[config.mk]
export PLATFORM = sky130hd
export DESIGN_NAME = alu_issue_ctrl
export DESIGN_NICKNAME = d
export VERILOG_FILES = /design/src/rtl/alu_pkg.sv /design/src/rtl/alu_regfile.sv /design/src/rtl/alu_issue_ctrl.sv
export SDC_FILE = /design/constraint.sdc
export NUM_CORES = 1
export LEC_CHECK = 0
export CORE_MARGIN = 2
export CORE_UTILIZATION = 45
export CTS_CLUSTER_DIAMETER = 60
export CTS_CLUSTER_SIZE = 12
export DETAILED_ROUTE_END_ITERATION = 7
export GPL_TIMING_DRIVEN = 0
export PLACE_DENSITY = 0.71
export SYNTH_ARGS = -nofsm -noshare
export SYNTH_HDL_FRONTEND = slang
export SYNTH_HIERARCHICAL = 1
export SYNTH_SLANG_ARGS = --single-unit
[constraint.sdc]
create_clock -name clk -period 2.2 [get_ports clk]
set_input_delay 0.55 -clock clk [delete_from_list [all_inputs] [get_ports clk]]
set_output_delay 0.55 -clock clk [all_outputs]
set_load 0.005 [all_outputs]
[src/rtl/alu_pkg.sv]
// ============================================================================
// Module      : alu_pkg
// Description : Shared opcodes, FSM state encoding and flag bit positions for
//               the ALU issue/writeback controller.
// Revision    : 1.0 - initial release
// ============================================================================
`default_nettype none

package alu_pkg;

  localparam logic [3:0] OP_ADD = 4'b0000;
  localparam logic [3:0] OP_SUB = 4'b0001;
  localparam logic [3:0] OP_DEC = 4'b0010;
  localparam logic [3:0] OP_INC = 4'b0011;
  localparam logic [3:0] OP_AND = 4'b0101;
  localparam logic [3:0] OP_NEG = 4'b0110;
  localparam logic [3:0] OP_NOT = 4'b0111;
  localparam logic [3:0] OP_OR  = 4'b1000;
  localparam logic [3:0] OP_XOR = 4'b1100;
  localparam logic [3:0] OP_LDI = 4'b1111;

  typedef logic [1:0] state_t;
  localparam state_t ST_IDLE = 2'd0;
  localparam state_t ST_EXEC = 2'd1;
  localparam state_t ST_IMM  = 2'd2;
  localparam state_t ST_WB   = 2'd3;

  localparam int FLAG_Z = 2;
  localparam int FLAG_C = 1;
  localparam int FLAG_V = 0;

  function automatic logic is_alu_op(input logic [3:0] op);
    case (op)
      OP_ADD, OP_SUB, OP_DEC, OP_INC, OP_AND,
      OP_NEG, OP_NOT, OP_OR, OP_XOR: return 1'b1;
      default:                       return 1'b0;
    endcase
  endfunction

endpackage

`default_nettype wire

[src/rtl/alu_regfile.sv]
// ============================================================================
// Module      : alu_regfile
// Description : 4-entry register file, one write port, two operand read ports
//               and one debug read port, all reads combinational.
// Revision    : 1.0 - initial release
// ============================================================================
`default_nettype none

module alu_regfile #(
  parameter int                DATA_W      = 8,
  parameter logic [DATA_W-1:0] REG_RST_VAL = '0
) (
  input  logic              clk,
  input  logic              rst_n,
  input  logic              i_we,
  input  logic [1:0]        i_waddr,
  input  logic [DATA_W-1:0] i_wdata,
  input  logic [1:0]        i_ra_addr,
  output logic [DATA_W-1:0] o_ra_data,
  input  logic [1:0]        i_rb_addr,
  output logic [DATA_W-1:0] o_rb_data,
  input  logic [1:0]        i_dbg_addr,
  output logic [DATA_W-1:0] o_dbg_data
);

  logic [DATA_W-1:0] r_mem [0:3];

  generate
    for (genvar gi = 0; gi < 4; gi++) begin : g_entry
      always_ff @(posedge clk or negedge rst_n) begin
        if (!rst_n) begin
          r_mem[gi] <= REG_RST_VAL;
        end else if (i_we && (i_waddr == 2'(gi))) begin
          r_mem[gi] <= i_wdata;
        end
      end
    end
  endgenerate

  assign o_ra_data  = r_mem[i_ra_addr];
  assign o_rb_data  = r_mem[i_rb_addr];
  assign o_dbg_data = r_mem[i_dbg_addr];

endmodule

`default_nettype wire

[src/rtl/alu_issue_ctrl.sv]
// ============================================================================
// Module      : alu_issue_ctrl
// Description : Issue/writeback controller in front of an 8-bit ALU; decodes
//               instruction bytes, sequences EXEC/WB and keeps Z/C/V flags.
//               Build option ALU_ZFLAG_ALL_EN: all ALU ops update Z.
// Revision    : 1.0 - initial release
// ============================================================================
`default_nettype none

module alu_issue_ctrl
  import alu_pkg::*;
#(
  parameter int                DATA_W      = 8,
  parameter logic [DATA_W-1:0] REG_RST_VAL = '0
) (
  input  logic              clk,
  input  logic              rst_n,
  input  logic              instr_valid,
  input  logic [7:0]        instr,
  output logic              instr_ready,
  output logic [3:0]        alu_op,
  output logic [DATA_W-1:0] alu_a,
  output logic [DATA_W-1:0] alu_b,
  input  logic [DATA_W-1:0] alu_result,
  input  logic              alu_zero,
  input  logic              alu_carry,
  input  logic              alu_overflow,
  output logic              done,
  output logic              illegal,
  output logic [2:0]        flags,
  input  logic [1:0]        dbg_sel,
  output logic [DATA_W-1:0] dbg_data
);

  state_t            r_state;
  logic [3:0]        r_op;
  logic [1:0]        r_rd;
  logic [1:0]        r_rb;
  logic [DATA_W-1:0] r_data;
  logic [2:0]        r_flags;
  logic              r_illegal;
  logic [3:0]        r_alu_op;
  logic [DATA_W-1:0] r_alu_a;
  logic [DATA_W-1:0] r_alu_b;

  logic              w_exec;
  logic [3:0]        w_op;
  logic [DATA_W-1:0] w_ra_data;
  logic [DATA_W-1:0] w_rb_data;

  assign w_exec = (r_state == ST_EXEC);
  assign w_op   = instr[7:4];

  alu_regfile #(
    .DATA_W      (DATA_W),
    .REG_RST_VAL (REG_RST_VAL)
  ) u_regfile (
    .clk        (clk),
    .rst_n      (rst_n),
    .i_we       (r_state == ST_WB),
    .i_waddr    (r_rd),
    .i_wdata    (r_data),
    .i_ra_addr  (r_rd),
    .o_ra_data  (w_ra_data),
    .i_rb_addr  (r_rb),
    .o_rb_data  (w_rb_data),
    .i_dbg_addr (dbg_sel),
    .o_dbg_data (dbg_data)
  );

  // Operands go straight from the register file during EXEC so a write in the
  // preceding WB is already visible; outside EXEC the last values are held.
  assign alu_op      = w_exec ? r_op      : r_alu_op;
  assign alu_a       = w_exec ? w_ra_data : r_alu_a;
  assign alu_b       = w_exec ? w_rb_data : r_alu_b;
  assign instr_ready = (r_state == ST_IDLE) || (r_state == ST_IMM);
  assign done        = (r_state == ST_WB);
  assign illegal     = r_illegal;
  assign flags       = r_flags;

  always_ff @(posedge clk or negedge rst_n) begin
    if (!rst_n) begin
      r_state   <= ST_IDLE;
      r_op      <= OP_ADD;
      r_rd      <= 2'd0;
      r_rb      <= 2'd0;
      r_data    <= '0;
      r_flags   <= 3'b000;
      r_illegal <= 1'b0;
      r_alu_op  <= 4'b0000;
      r_alu_a   <= '0;
      r_alu_b   <= '0;
    end else begin
      r_illegal <= 1'b0;
      case (r_state)
        ST_IDLE: begin
          if (instr_valid) begin
            if (w_op == OP_LDI) begin
              r_rd    <= instr[3:2];
              r_state <= ST_IMM;
            end else if (is_alu_op(w_op)) begin
              r_op    <= w_op;
              r_rd    <= instr[3:2];
              r_rb    <= instr[1:0];
              r_state <= ST_EXEC;
            end else begin
              r_illegal <= 1'b1;
            end
          end
        end
        ST_EXEC: begin
          r_alu_op <= r_op;
          r_alu_a  <= w_ra_data;
          r_alu_b  <= w_rb_data;
          r_data   <= alu_result;
          if ((r_op == OP_ADD) || (r_op == OP_SUB)) begin
            r_flags[FLAG_Z] <= alu_zero;
            r_flags[FLAG_C] <= alu_carry;
            r_flags[FLAG_V] <= alu_overflow;
          end
`ifdef ALU_ZFLAG_ALL_EN
          else begin
            r_flags[FLAG_Z] <= (alu_result == '0);
          end
`endif
          r_state <= ST_WB;
        end
        ST_IMM: begin
          if (instr_valid) begin
            r_data  <= instr;
            r_state <= ST_WB;
          end
        end
        ST_WB: begin
          r_state <= ST_IDLE;
        end
        default: begin
          r_state <= ST_IDLE;
        end
      endcase
    end
  end

endmodule

`default_nettype wire
==> results of run 1 <==
==> stage by stage <==
step | hold slack [ns] | power (mW)
after floorplan | 0.254 | 4.78
after global placement | 0.479 | 6.26
after detailed placement | 0.483 | 6.38
after CTS | 0.152 | 8.43
after global routing | 0.165 | 9.30
final | 0.142 | 8.71
==> critical path, cell delays in order (launching register included) <==
cell     delay, ns
dfrtp_2       0.39
buf_12        0.14
buf_8         0.11
mux4_2        0.48
mux2_4        0.28
buf_6         0.12
==> synth_stat cells <==
library cell and number:
nand2_1 1, buf_2 7, nand3_2 1, nor4b_4 1
clkbuf_1 1, nor3b_4 1, o21a_1 1, nand3b_2 2
inv_1 4, or2_2 1, a21oi_2 1, mux2i_1 9
nor2b_1 8, mux2_2 64, buf_1 5, and3_4 1
nor3_2 1, ha_1 5, a21oi_1 10, nand3_1 2
mux4_2 24, o21ai_0 2, nor2_1 1, a211oi_1 8
nor4b_2 1, and3_2 1, dfrtp_1 74
==> metal layers <==
metal  global-route usage (%)  wire [microns]  up-vias
met2                     34.9            4360       85
met3                     6.26             510       16
met4                     6.04             148        0
li1                         -               -     1124
met5                        0               0        -
met1                     27.0            3700     1326
==> cells by family (layout without fill, tap and decap cells) <==
group / Yosys count / count (layout)
simple gates: 22 / 22
mux: 97 / 97
fa+ha+maj: 5 / 5
flops: 74 / 74
compound gates: 22 / 22
buf+inv: 17 / 130
==> layout make-up <==
cell class | count | area [sq um] | share of cell area (%)
Tap cell | 102 | 128 | 2.49
Sequential cell | 74 | 1850 | 36.1
Timing Repair Buffer | 100 | 972 | 18.9
Multi-Input combinational cell | 146 | 1870 | 36.4
Inverter | 4 | 17.5 | 0.341
Clock buffer | 11 | 141 | 2.75
Buffer | 10 | 120 | 2.34
Clock inverter | 5 | 30.0 | 0.585
==> final timing paths <==
kind | cells past startpoint | end | from
worst max register to register | 7 | r_op[2]$_DFFE_PN0P_ | r_state[0]$_DFFE_PN0P_
worst min-delay path | 1 | u_regfile/r_mem[18]$_DFFE_PN0P_ | rst_n
min in group clk | 1 | r_alu_op[3]$_DFF_PN0_ | r_alu_op[3]$_DFF_PN0_
worst max-delay path | 5 | alu_a[1] | r_rd[0]$_DFFE_PN0P_
max in group asynchronous | 2 | r_alu_op[3]$_DFF_PN0_ | rst_n
worst min register to register | 1 | r_alu_op[3]$_DFF_PN0_ | r_alu_op[3]$_DFF_PN0_
==> where the power goes <==
group | leakage, nW | total [mW] | internal (mW) | switching (mW)
clock network | 0.0851 | 0.940 | 0.435 | 0.506
logic | 1.31 | 5.12 | 3.40 | 1.73
registers | 0.892 | 2.65 | 2.07 | 0.584
==> state kept, by name, indices dropped and copies added (netlist names) <==
signal and flops:
r_data 8, r_rd 2, r_op 4, r_state 2, r_rb 2, r_alu_a 8
illegal 1, flags 3, r_alu_b 8, r_alu_op 4, u_regfile/r_mem 32
==> repair_timing <==
action	in CTS	in global routing
buffers inserted	30	15
setup endpoints to repair	29	22
gates resized for setup	176	14
pin swaps	1	2
==> results.cfg, run 1 <==
[outcome]
outcome = finished with violations
violations = negative setup slack

[die]
die_h_microns = 94.3
coreArea_sq_mm = 0.00781
rows = 32
ioPinCount = 58
die_x_microns = 94.3
initial_core_util_pct = 47.0
die_area_sq_mm = 0.00889

[layout]
final_cell_mix = dfrtp_1 (72), mux2_2 (44), buf_6 (33), buf_4 (33)
diodes = 0
nFillCells = 595
layout-drive-gt1-share_pct = 56.9
mostFrequentLayoutCell = dfrtp_1
area_growth_pct = 40.0
postLayoutCoreUtil_pct = 65.8
stdcell_count = 452
final_cell_area_sq_mm = 0.00513
layout.nets = 374

[drt]
drt_first_pass_iters = 4
routedWlPerCell_microns = 19.3
drt_iter0_drc = 68
vias_per_cell = 5.64
totalWireLength_microns = 8720
route.detailed.drc = 0
drtAntennaViolNets = 0
vias = 2551

[synthesis]
synth_area_per_cell_sq_um = 15.5
synth_area_leader_cell = dfrtp_1
netlist_instances = 237
synth_fp_nets = 266
synthMuxAreaShare_pct = 36.8
synth-seq-cells = 74
synth_compound_gate_area_share_pct = 3.72
syn_area_sq_mm = 0.00367
synth-xor-area-share_pct = 0
ys_types = 27
synth_top_family_by_area = multiplexers
synthAdderAreaFrac_pct = 1.71
synthSimpleGateAreaFrac_pct = 5.25
synth_top_area_share_pct = 50.5
synth_area_leaders = dfrtp_1 (50%), mux2_2 (20%), mux4_2 (15%), mux2i_1 (2.5%), ha_1 (1.7%)
ys_seq_area_share_pct = 50.5
yosys_warnings = 6

[timing]
slew_viol_final = 0
grt_setup_unrepaired = yes
setup_slack_ns = -0.218
hold_viol = 0
setup_violations = 18
min_period_ns = 2.42
slew_headroom_pct = 61.4
fin_skew_ns = 0.00711
tns_ns = -3.11
timing.fmax_mhz = 414
worst_pin_slew_ns = 0.578
period_share_pct = 110

[power_and_ir_drop]
power_leakage_nw = 2.28
p_per_area_mw_per_mm2 = 1700
ir_drop_mv = 0.849

[clock_network]
cts_tree = yes
clkTransAtPathRegs_ns = 0.08
clkSinkCount = 74
clk_latency_ns = 0.34
cts_root_buf = clkbuf_8
htreeDepth = 3
numCtsBuffers = 9
clockBufferDepth = 2
hold_buffers = 0

[placed_design]
place_ws_ns = -0.527
place_inst = 395
gp_routability_congestion = 0.707
io_buffers = 55
place_hpwl_microns = 5430
postPlaceCellArea_sq_mm = 0.00436

[worst_setup_path]
cp-end-kind = output pin
path_class = flop to output pin
critPathLaunchType = flop
regToRegSetupSlack_ns = 0.22
cp.arrival_ns = 1.87
cp_max_fo = 7
cp.required_ns = 1.65

[global_routing]
grt_pass1_vias = 2692
antenna_found_initial = 0
grt_use_total_pct = 21.1
grt_max_degree = 43
grt.overflow.total = 0
grt_pass1_wl_microns = 14000

[hold_path]
min_path_type = primary input to asynchronous set/reset pin

[job]
cap_viol_max_count = 0
No activity file was read; power rests on OpenSTA's default activity.
==> run 2: changes to the inputs <==
==> constraint.sdc (replaced) <==
create_clock -name clk -period 2.9 [get_ports clk]
set_input_delay 0.725 -clock clk [delete_from_list [all_inputs] [get_ports clk]]
set_output_delay 0.725 -clock clk [all_outputs]
set_load 0.005 [all_outputs]
==> run 2 against run 1 <==
  * The flow now finishes without violations
  * Cell count shrank 7.1%
  * Clock skew decreased by 0.0018 ns
  * Sequential power fell by 24%
  * Setup slack better by 0.29 ns
  * Clock-buffer cell count unchanged
  * Clock power shrank 24%
  * Sequential cell count did not move
  * Final area shrank 8.2%
  * Non-clock buffer count shrank 32
  * Register-to-register slack better by 0.83 ns
  * Global-route usage decreased by 1.4 points
  * Wire length shrank 8.1%
  * Critical path type unchanged
  * Critical endpoint unchanged
==> results.cfg, run 2 (synthesized netlist as in run 1, its figures left out) <==
[placed_design]
place_ws_ns = -0.00218
postPlaceCellArea_sq_mm = 0.00436
io_buffers = 55
gp_routability_congestion = 0.707
place_hpwl_microns = 5430

[layout]
final_cell_area_sq_mm = 0.00471
top_register = u_regfile/r_mem
layout-drive-gt1-share_pct = 44.7
area_growth_pct = 28.5
largest_reg_flops = 32
final_cell_mix = dfrtp_1 (71), mux2_2 (64), clkdlybuf4s50_1 (43), mux4_2 (24), buf_4 (13)
multi_input_area_sq_mm = 0.00175
mostFrequentLayoutCell = dfrtp_1
ff_latch_area_sq_mm = 0.00186
layout.nets = 342
nFillCells = 656
diodes = 0
postLayoutCoreUtil_pct = 60.4

[power_and_ir_drop]
power_frac_comb_pct = 52.4
clkPwrFrac_pct = 12.4
p_seq_share_pct = 35.2
swShare_pct = 32.6
power_leakage_nw = 2.07
ir_drop_mv = 0.632
intPower_mw = 3.86
p_per_area_mw_per_mm2 = 1210
power.switching_mw = 1.86

[global_routing]
grt_pass1_vias = 2546
grt_max_degree = 43
grt.overflow.total = 0
grt_use_total_pct = 19.7
grt_pass1_wl_microns = 13000
antenna_found_initial = 0

[worst_setup_path]
cp.arrival_ns = 2.10
cp-end-kind = output pin
regToRegSetupSlack_ns = 1.05
cp_slowest_stage_delay_ns = 0.49
critPathBufInv = 2
crit_family = multiplexers
crit_chain = buf_12 -> mux4_2 -> mux2_2 -> clkdlybuf4s50_1
cp_max_fo = 8
cp.required_ns = 2.17
reg2reg_to = u_regfile/r_mem[28]$_DFFE_PN0P_
path_class = flop to output pin
r2r_cells = 4
cpMaxStageDelayCell = mux4_2
critPathLaunchType = flop
r2r_start = r_state[1]$_DFFE_PN0P_

[drt]
drtAntennaViolNets = 0
routedWlPerCell_microns = 19.1
drt_first_pass_iters = 4
totalWireLength_microns = 8010
route.detailed.drc = 0
vias_per_cell = 5.59
drt_iter0_drc = 56
vias = 2349

[outcome]
outcome = complete, no violations

[clock_network]
clockBufferDepth = 2
numCtsBuffers = 9
cts_tree = yes
clkSinkCount = 74
clk_latency_ns = 0.34
cts_root_buf = clkbuf_8
clkTransAtPathRegs_ns = 0.08
htreeDepth = 3

[die]
die_h_microns = 94.3
die_area_sq_mm = 0.00889
die_x_microns = 94.3
coreArea_sq_mm = 0.00781
ioPinCount = 58
rows = 32
initial_core_util_pct = 47.0

[timing]
min_period_ns = 2.83
timing.fmax_mhz = 353
slew_headroom_pct = 60.1
setup_slack_ns = 0.0701
worst_pin_slew_ns = 0.599
fin_hold_ws_ns = 0.317
period_share_pct = 97.6
grt_setup_unrepaired = yes
fin_skew_ns = 0.00532
hold_viol = 0
setup_violations = 0
tns_ns = 0
slew_viol_final = 0

[job]
cap_viol_max_count = 0

[hold_path]
min_path_type = primary input to asynchronous set/reset pin
[run 2: power by group through the flow]
stage	clock network, mW	logic, mW	registers [mW]
finish	0.710	3.00	2.01
global route	0.775	3.25	2.09
CTS	0.735	2.98	2.00
detailed placement	0	2.84	2.00
global placement	0	2.80	1.96
floorplan	0	1.77	1.85
[run 2: layout make-up]
class | count | share of cell area [%]
well taps | 102 | 2.71
multi-input cells | 146 | 37.0
repair buffers | 67 | 14.3
plain buffers | 11 | 2.63
flip-flops and latches | 74 | 39.4
clock inverters | 5 | 0.637
inverters | 4 | 0.319
clock buffers | 11 | 3.00
[run 2: routing by layer]
layer  vias up  share of wire (%)  global-route usage [%]
li1       1051                  -                       -
met1      1225                 46                    25.8
met2        62                 48                    32.1
met3        11                4.5                    5.62
met4         0                1.2                    5.31
met5         -                  0                       0
[run 2: worst max path at each step]
stage | startpoint | end | slack [ns] | depth (start not counted)
global placement | rst_n | flags[2]$_DFFE_PN0P_ | -1.50 | 1
CTS | r_rb[0]$_DFFE_PN0P_ | alu_b[6] | 0.001 | 4
finish | r_rd[0]$_DFFE_PN0P_ | alu_a[1] | 0.07 | 4
global route | r_state[0]$_DFFE_PN0P_ | instr_ready | -0.04 | 5
detailed placement | r_rd[0]$_DFFE_PN0P_ | alu_a[3] | -0.002 | 4
floorplan | r_rd[0]$_DFFE_PN0P_ | alu_a[0] | 0.65 | 3
[run 2: repair_timing]
item / CTS / global route
resized for setup: 25 / 14
setup buffers: 2 / 9
hold buffers: 0 / 0
setup endpoints to repair: 21 / 20
[run 2: stage by stage]
stage,total power [mW],std cells
3_3_place_gp,4.75,394
6_report,5.72,420
4_1_cts,5.72,411
2_1_floorplan,3.62,237
5_1_grt,6.12,420
3_5_place_dp,4.84,395
==> run 3: changes to the inputs <==
--- a/config.mk
+++ b/config.mk
@@ -11,6 +11,7 @@
 export CTS_CLUSTER_SIZE = 12
 export DETAILED_ROUTE_END_ITERATION = 7
 export GPL_TIMING_DRIVEN = 0
+export HOLD_SLACK_MARGIN = 0.15
 export PLACE_DENSITY = 0.71
 export SYNTH_ARGS = -nofsm -noshare
 export SYNTH_HDL_FRONTEND = slang
==> results of run 3 <==
The final DEF is identical to that of run 2; final timing and power are the same.
